$ cat config.mk
export PLATFORM = sky130hd
export DESIGN_NAME = dlatch_write_sequencer
export DESIGN_NICKNAME = d
export VERILOG_FILES = /design/src/rtl/dlatch_write_sequencer.sv
export SDC_FILE = /design/constraint.sdc
export NUM_CORES = 1
export LEC_CHECK = 0
export CAP_MARGIN = 20
export CORE_MARGIN = 2
export CORE_UTILIZATION = 46
export DETAILED_ROUTE_END_ITERATION = 8
export PLACE_DENSITY = 0.95
export SYNTH_ARGS = -nofsm -noshare
export SYNTH_HDL_FRONTEND = slang
export SYNTH_SLANG_ARGS = --single-unit
$ cat constraint.sdc
create_clock -name clk -period 3.1 [get_ports clk]
set_input_delay 0.62 -clock clk [delete_from_list [all_inputs] [get_ports clk]]
set_output_delay 0.62 -clock clk [all_outputs]
set_load 0.02 [all_outputs]
$ cat src/rtl/dlatch_write_sequencer.sv
// dlatch_write_sequencer
//   Drives the D and En inputs of a bank of D latches. A word is accepted
//   over a valid/ready handshake. It is then presented on latch_d, and
//   latch_en is pulsed with setup and hold margins counted in clock cycles.
//   Finally the latch Q outputs are read back and compared with latch_d.
//
//   Handshake: a request transfers on a rising edge where req_valid and
//   req_ready are both 1. req_ready is 1 only in IDLE. Outside IDLE,
//   req_valid and req_data are ignored.
//
// Ports
//   clk        clock, rising edge
//   rst_n      asynchronous active-low reset
//   req_valid  request offered
//   req_ready  sequencer idle, request can be accepted
//   req_data   word to write
//   latch_d    latch bank D inputs
//   latch_en   latch bank En input, decoded from the one-hot state
//   latch_q    latch bank Q outputs (readback)
//   done       one-cycle pulse when a sequence completes
//   err        pulses with done when latch_q != latch_d
//   fsm_state  one-hot state register, for observation
module dlatch_write_sequencer #(
    parameter int WIDTH = 8,
    parameter int SETUP = 1,
    parameter int PULSE = 2,
    parameter int HOLD  = 1
) (
    input  logic             clk,
    input  logic             rst_n,
    input  logic             req_valid,
    output logic             req_ready,
    input  logic [WIDTH-1:0] req_data,
    output logic [WIDTH-1:0] latch_d,
    output logic             latch_en,
    input  logic [WIDTH-1:0] latch_q,
    output logic             done,
    output logic             err,
    output logic [4:0]       fsm_state
);

    localparam int MAXP = (SETUP > PULSE) ? ((SETUP > HOLD) ? SETUP : HOLD)
                                          : ((PULSE > HOLD) ? PULSE : HOLD);
    localparam int CW   = $clog2(MAXP + 1);

    typedef enum logic [4:0] {
        S_IDLE  = 5'b00001,
        S_SETUP = 5'b00010,
        S_PULSE = 5'b00100,
        S_HOLD  = 5'b01000,
        S_CHECK = 5'b10000
    } state_t;

    state_t            state;
    state_t            state_next;
    logic [CW-1:0]     cnt;
    logic [CW-1:0]     cnt_next;
    logic [WIDTH-1:0]  d_next;

    always_ff @(posedge clk or negedge rst_n) begin
        if (!rst_n) begin
            state   <= S_IDLE;
            cnt     <= '0;
            latch_d <= '0;
        end else begin
            state   <= state_next;
            cnt     <= cnt_next;
            latch_d <= d_next;
        end
    end

    // Each phase loads cnt with its length minus one on entry. The phase
    // ends in the cycle where cnt reads zero, so a length of 1 gives a
    // single-cycle phase.
    always_comb begin
        state_next = state;
        cnt_next   = cnt;
        d_next     = latch_d;
        case (state)
            S_IDLE: begin
                if (req_valid) begin
                    d_next     = req_data;
                    cnt_next   = CW'(SETUP - 1);
                    state_next = S_SETUP;
                end
            end
            S_SETUP: begin
                if (cnt == '0) begin
                    cnt_next   = CW'(PULSE - 1);
                    state_next = S_PULSE;
                end else begin
                    cnt_next = cnt - 1'b1;
                end
            end
            S_PULSE: begin
                if (cnt == '0) begin
                    cnt_next   = CW'(HOLD - 1);
                    state_next = S_HOLD;
                end else begin
                    cnt_next = cnt - 1'b1;
                end
            end
            S_HOLD: begin
                if (cnt == '0) begin
                    state_next = S_CHECK;
                end else begin
                    cnt_next = cnt - 1'b1;
                end
            end
            S_CHECK: begin
                state_next = S_IDLE;
            end
            default: begin
                state_next = S_IDLE;
            end
        endcase
    end

    // Outputs are single-bit decodes of the one-hot register. This keeps
    // latch_en free of decode glitches, and reset clears it at once.
    assign req_ready = state[0];
    assign latch_en  = state[2];
    assign done      = state[4];
    // The latch outputs have settled by CHECK, so they are compared only
    // there.
    assign err       = state[4] & (latch_q != latch_d);
    assign fsm_state = state;

endmodule

==> out/qor.yml, run 1 <==
share_of_layout_cells_above_drive_strength_1_pct: 10.9
netlist_top_cells_count: "14 x dfrtp_1, 9 x xor2_1, 8 x mux2_2"
postSynth.asyncResetShare_pct: 100
first_iter_violations: 11
cts_setup_buffers: 0
vias: 776
critical_path_arrival_ns: 2.18
cts.repair.resized: 0
synth_cell_type_count: 30
worst_r2r_endpoint: "cnt[1]$_DFFE_PN0P_"
synth_largest_area_cell: "dfrtp_1"
port-buffer-count: 35
grt_antenna_before_repair: 0
grt.overflow.total: 0
die-area_mm2: 0.00237
grt_use_total_pct: 20.2
number_of_flops_mapped_to_enable_cells_by_yosys: 0
startpoint_type: "input port"
floorplan.core_area_mm2: 0.00192
number_of_synthesized_register_bits: 15
cts_num_sinks: 15
crit_fanout: 1
timing.setup.tns_ns: 0
drt-wirelength-per-cell_um: 14.5
syn_to_final_growth_pct: 39.5
wirelength_mm: 2.12
critical_path.endpoint_type: "primary output"
end_point_of_the_most_critical_hold_path: "latch_d[5]$_DFFE_PN0P_"
p_leak_uw: 0.000552
initial_core_util_pct: 47.8
drtAntennaViolNets: 0
vias_in_the_first_global_route: 788
worstSetupPathType: "input port to primary output"
max_slew.worst_pin.slew_ns: 0.672
clk_path_buf_depth: 2
postSynthNetCount: 109
synthDominantCellAreaShare_pct: 38.1
die-height_um: 48.7
viasPerCell: 5.32
timing.clock.skew_ns: 0.0114
post-synth-top-count-cell: "dfrtp_1"
synth_area_per_cell_um2: 10.6
nNetsFinal: 142
worst-r2r-cell-count: 4
preCtsSetupSlack_ns: 0.306
cts_buffers: 3
crit_required_ns: 2.48
htree_levels: 1
timing.critical_path.mode_cell: "clkdlybuf4s50_1"
antenna_fix_cells: 0
relSlewSlack_pct: 55.1
row_count: 16
achievable-frequency_mhz: 358
ir_worst_vdd_mv: 0.388
clk_pin_slew_ns: 0.09
cp_top_family: "buffers and inverters"
dp_hpwl_mm: 1.63
synth.yosys.warnings: 0
cts.hold.buffers_added: 0
synth_ff_type: "dfrtp_1"
cts_tree: "built"
period_minus_slack_ns: 2.80
worstSkewPairLatency_ns: 0.28
slew_viol_final: 0
crit_path_slowest_cell: "clkdlybuf4s50_1"
cp_slowest_stage_delay_ns: 0.55
rsz_0062_raised_after_global_routing: "false"
root_buffer: "clkbuf_4"
cp_num_buf_inv: 2
regToRegSetupSlack_ns: 1.27
max_cap_viol_count: 0
syn_inst: 87
holdPathStages: 1
grt_first_pass_wirelength_mm: 3.65
finalSetupViolations: 0
die_w_um: 48.7
outcome: "finished clean"
post-route-drc-count: 0
powerDensity_mw_per_mm2: 832
worstHoldPathType: "flip-flop to flip-flop"
io-pin-count: 36
grt_start_max_net_pins: 18
worst_r2r_startpoint: "fsm_state[0]$_DFFE_PN1P_"
fin_ws_ns: 0.304
path_cells: "clkdlybuf4s50_1, xor2_1, nor4_1, a21boi_0, clkdlybuf4s50_1"
synth_area_um2: 918
yosysSeqAreaShare_pct: 41.0
hold_start: "latch_d[5]$_DFFE_PN0P_"
drt-pass1-iter-count: 4
ys_top_cells_by_area: "dfrtp_1 38%, mux2_2 9.8%, xor2_1 8.6%"
period_share_pct: 90.2
place_congestion: 0.822
final_hold_viol_count: 0
## layout by cell type, fill, tap and decap left out, drive strengths merged
master         synthesis  final
clkdlybuf4s50          0     35
dfrtp                 14     14
xor2                   9      9
mux2                   8      8
nor4                   5      5
nor2b                  4      4
a21oi                  4      4
nor2                   4      4
nand2                  3      3
nor3b                  3      3
ha                     3      3
clkbuf                 2      3
inv                    2      2
and3b                  2      2
nor3                   2      2
and2b                  2      2
a211o                  2      2
o21ai                  2      2
a21boi                 1      1
nor4b                  1      1
or3                    1      1
nor4bb                 1      1
a221o                  1      1
a32o                   1      1
and4b                  1      1
o31ai                  1      1
o21bai                 1      1
and3                   1      1
clkinv                 0      1
dfstp                  1      1
## flip-flops by register name (all words and copies together), names as in the netlist
| name | count |
|---|---|
| cnt | 2 |
| fsm_state | 5 |
| latch_d | 8 |
## through the flow
stage | util, % | total power (uW) | instances | area, um2 | hold WS, ns
2_1_floorplan | - | 739 | 87 | 918 | 0.324
4_1_cts | 66.7 | 1070 | 146 | 1280 | 0.564
5_1_grt | 66.7 | 1140 | 146 | 1280 | 0.597
3_5_place_dp | 65.2 | 962 | 142 | 1250 | 0.543
3_3_place_gp | 65.2 | 934 | 142 | 1250 | 0.529
6_report | 66.7 | 1070 | 146 | 1280 | 0.565
## logic make-up after synthesis
logic type | share of synthesized area (%)
adder cells (fa/ha/maj) | 4.09
multiplexers | 9.81
XOR/XNOR | 8.58
AND/OR/NAND/NOR | 20.6
AO/OA/AOI/OAI | 9.81
buffers and inverters | 6.13
flip-flops | 41.0
## per-layer routing
layer	global-route usage [%]	wire, um
met2	37.0	1160
met4	7.62	27
met5	0	0
met3	4.01	106
met1	22.8	826
## how the worst max path moves through the flow
stage,from,endpoint,slack [ns],cells past startpoint
finish,latch_q[7],err,0.30,5
floorplan,latch_q[6],err,1.16,3
global placement,latch_q[7],err,0.32,5
global route,latch_q[3],err,0.25,5
detailed placement,latch_q[7],err,0.31,5
CTS,latch_q[7],err,0.30,5
## power breakdown
part,internal (uW),switching [uW]
Clock,47.9,62.0
Sequential,276,115
Combinational,307,259
## cell type report
class                      instances  area, um2
clock inverter                     1       5.00
tap                               27       33.8
timing repair buffer              35        350
fill                             166        641
clock buffer                       3       22.5
multi-input combinational         63        485
inverter                           2       7.51
sequential                        15        377
Power figures use the tool's default switching activity.
==> run 2, diff against run 1 <==
- CORE_UTILIZATION: 46 -> 45
- PLACE_DENSITY: 0.95 -> 0.93
==> run 2 against run 1 <==
- global-route usage is 2.7 points lower
- largest power group unchanged
- largest cell class unchanged
- critical path type unchanged
- register-to-register slack better by 0.04 ns
- first-iteration DRC count is 82% higher
- via count is 0.13% lower
==> out/qor.yml, run 2 (synthesized netlist as in run 1, its figures left out) <==
outcome: "finished clean"
relSlewSlack_pct: 55.0
share_of_layout_cells_above_drive_strength_1_pct: 10.1
drtAntennaViolNets: 0
share_of_total_power_consumed_by_net_switching_pct: 40.2
net_load_switching_power_uw: 424
grt_use_total_pct: 17.4
rsz_0062_raised_after_global_routing: "false"
met1_usage_pct: 23.0
antenna_fix_cells: 0
timing.critical_path.mode_cell: "clkdlybuf4s50_1"
dpl_cell_area_mm2: 0.00125
cts_setup_buffers: 0
cts.hold.buffers_added: 0
worstSkewPairLatency_ns: 0.28
die-height_um: 49.2
drt-wirelength-per-cell_um: 13.3
vias: 775
crit_required_ns: 2.48
clk_path_buf_depth: 2
cp_slowest_stage_delay_ns: 0.55
drt-pass1-iter-count: 4
critical_path_arrival_ns: 2.18
place_congestion: 0.805
wirelength_mm: 1.95
cp_top_family: "buffers and inverters"
vias_in_the_first_global_route: 719
layout.cells.most_common: "clkdlybuf4s50_1"
worst-r2r-cell-count: 4
cts_buffers: 3
p_leak_uw: 0.000549
row_count: 16
timing.setup.tns_ns: 0
period_minus_slack_ns: 2.80
cts_tree: "built"
crit_fanout: 1
slew_viol_final: 0
holdPathStages: 1
initial_core_util_pct: 47.3
clk_pin_slew_ns: 0.09
timing.clock.skew_ns: 0.00411
htree_levels: 1
max_cap_viol_count: 0
grt_antenna_before_repair: 0
top_register: "latch_d"
final_cell_area_mm2: 0.00128
floorplan.core_area_mm2: 0.00194
powerDensity_mw_per_mm2: 826
grt_start_max_net_pins: 18
finalCoreUtilization_pct: 65.9
syn_to_final_growth_pct: 39.4
crit_path_slowest_cell: "clkdlybuf4s50_1"
viasPerCell: 5.31
critical_path_start: "latch_q[6]"
die-area_mm2: 0.00242
grt_first_pass_wirelength_mm: 3.32
startpoint_type: "input port"
dp_hpwl_mm: 1.42
finalSetupViolations: 0
cts.repair.resized: 0
post-route-drc-count: 0
power.clock.fraction_pct: 10.5
layout.filler_cells: 159
nNetsFinal: 142
worstHoldPathType: "flip-flop to flip-flop"
gr-usage-met3_pct: 1.84
path_cells: "clkdlybuf4s50_1, xor2_1, nor4_1, a21boi_0, clkdlybuf4s50_1"
ir_worst_vdd_mv: 0.455
sequentialPowerShare_pct: 36.9
port-buffer-count: 35
layout_common_cells: "35 x clkdlybuf4s50_1, 14 x dfrtp_1, 9 x xor2_1"
worst_r2r_startpoint: "fsm_state[0]$_DFFE_PN1P_"
io-pin-count: 36
grt.busiest_layer: "met2"
die_w_um: 49.2
cp.depth: 5
max_slew.worst_pin.slew_ns: 0.673
worstSetupPathType: "input port to primary output"
hold_start: "latch_d[6]$_DFFE_PN0P_"
critical_path.endpoint_type: "primary output"
period_share_pct: 90.3
grt.overflow.total: 0
intPower_uw: 632
cts_num_sinks: 15
first_iter_violations: 20
cp_num_buf_inv: 2
final_hold_viol_count: 0
achievable-frequency_mhz: 357
comb_power_share_pct: 52.6
globalRouteMet2Util_pct: 29.7
root_buffer: "clkbuf_4"
largest_register_ff_count: 8
## run 2: path summary, 6_finish.rpt
path                                           to  slack (ns)
min in group asynchronous      cnt[0]$_DFFE_PN0P_        0.74
setup / recovery                              err        0.30
hold reg to reg            latch_d[6]$_DFFE_PN0P_        0.56
hold / removal             latch_d[6]$_DFFE_PN0P_        0.56
max in group asynchronous  latch_d[6]$_DFFE_PN0P_        1.93
setup reg to reg               cnt[1]$_DFFE_PN0P_        1.31
## run 2: layout make-up
cell class | instances | area (um2) | share of cell area, %
tap | 27 | 33.8 | 2.64
sequential | 15 | 377 | 29.4
timing repair buffer | 35 | 350 | 27.4
inverter | 2 | 7.51 | 0.587
clock buffer | 4 | 26.3 | 2.05
multi-input combinational | 63 | 485 | 37.9
## run 2: power groups by stage
stage | Sequential [uW] | Combinational (uW) | Clock, uW
2_1_floorplan | 432 | 307 | 0
3_3_place_gp | 385 | 552 | 0
3_5_place_dp | 393 | 557 | 0
4_1_cts | 390 | 561 | 114
5_1_grt | 406 | 601 | 125
6_report | 390 | 556 | 111
## run 2: stage by stage
| step | total power, uW | setup slack [ns] | hold WS [ns] | instances |
|---|---|---|---|---|
| 5_1_grt | 1130 | 0.155 | 0.585 | 146 |
| 4_1_cts | 1060 | 0.299 | 0.564 | 146 |
| 6_report | 1060 | 0.299 | 0.560 | 146 |
| 3_3_place_gp | 936 | 0.297 | 0.532 | 142 |
| 2_1_floorplan | 739 | 1.16 | 0.324 | 87 |
| 3_5_place_dp | 950 | 0.308 | 0.543 | 142 |
## run 2: layer usage
metal	wire length [um]	up-vias
met4	8	0
met5	0	-
met3	100	2
met1	861	364
li1	-	377
met2	977	32
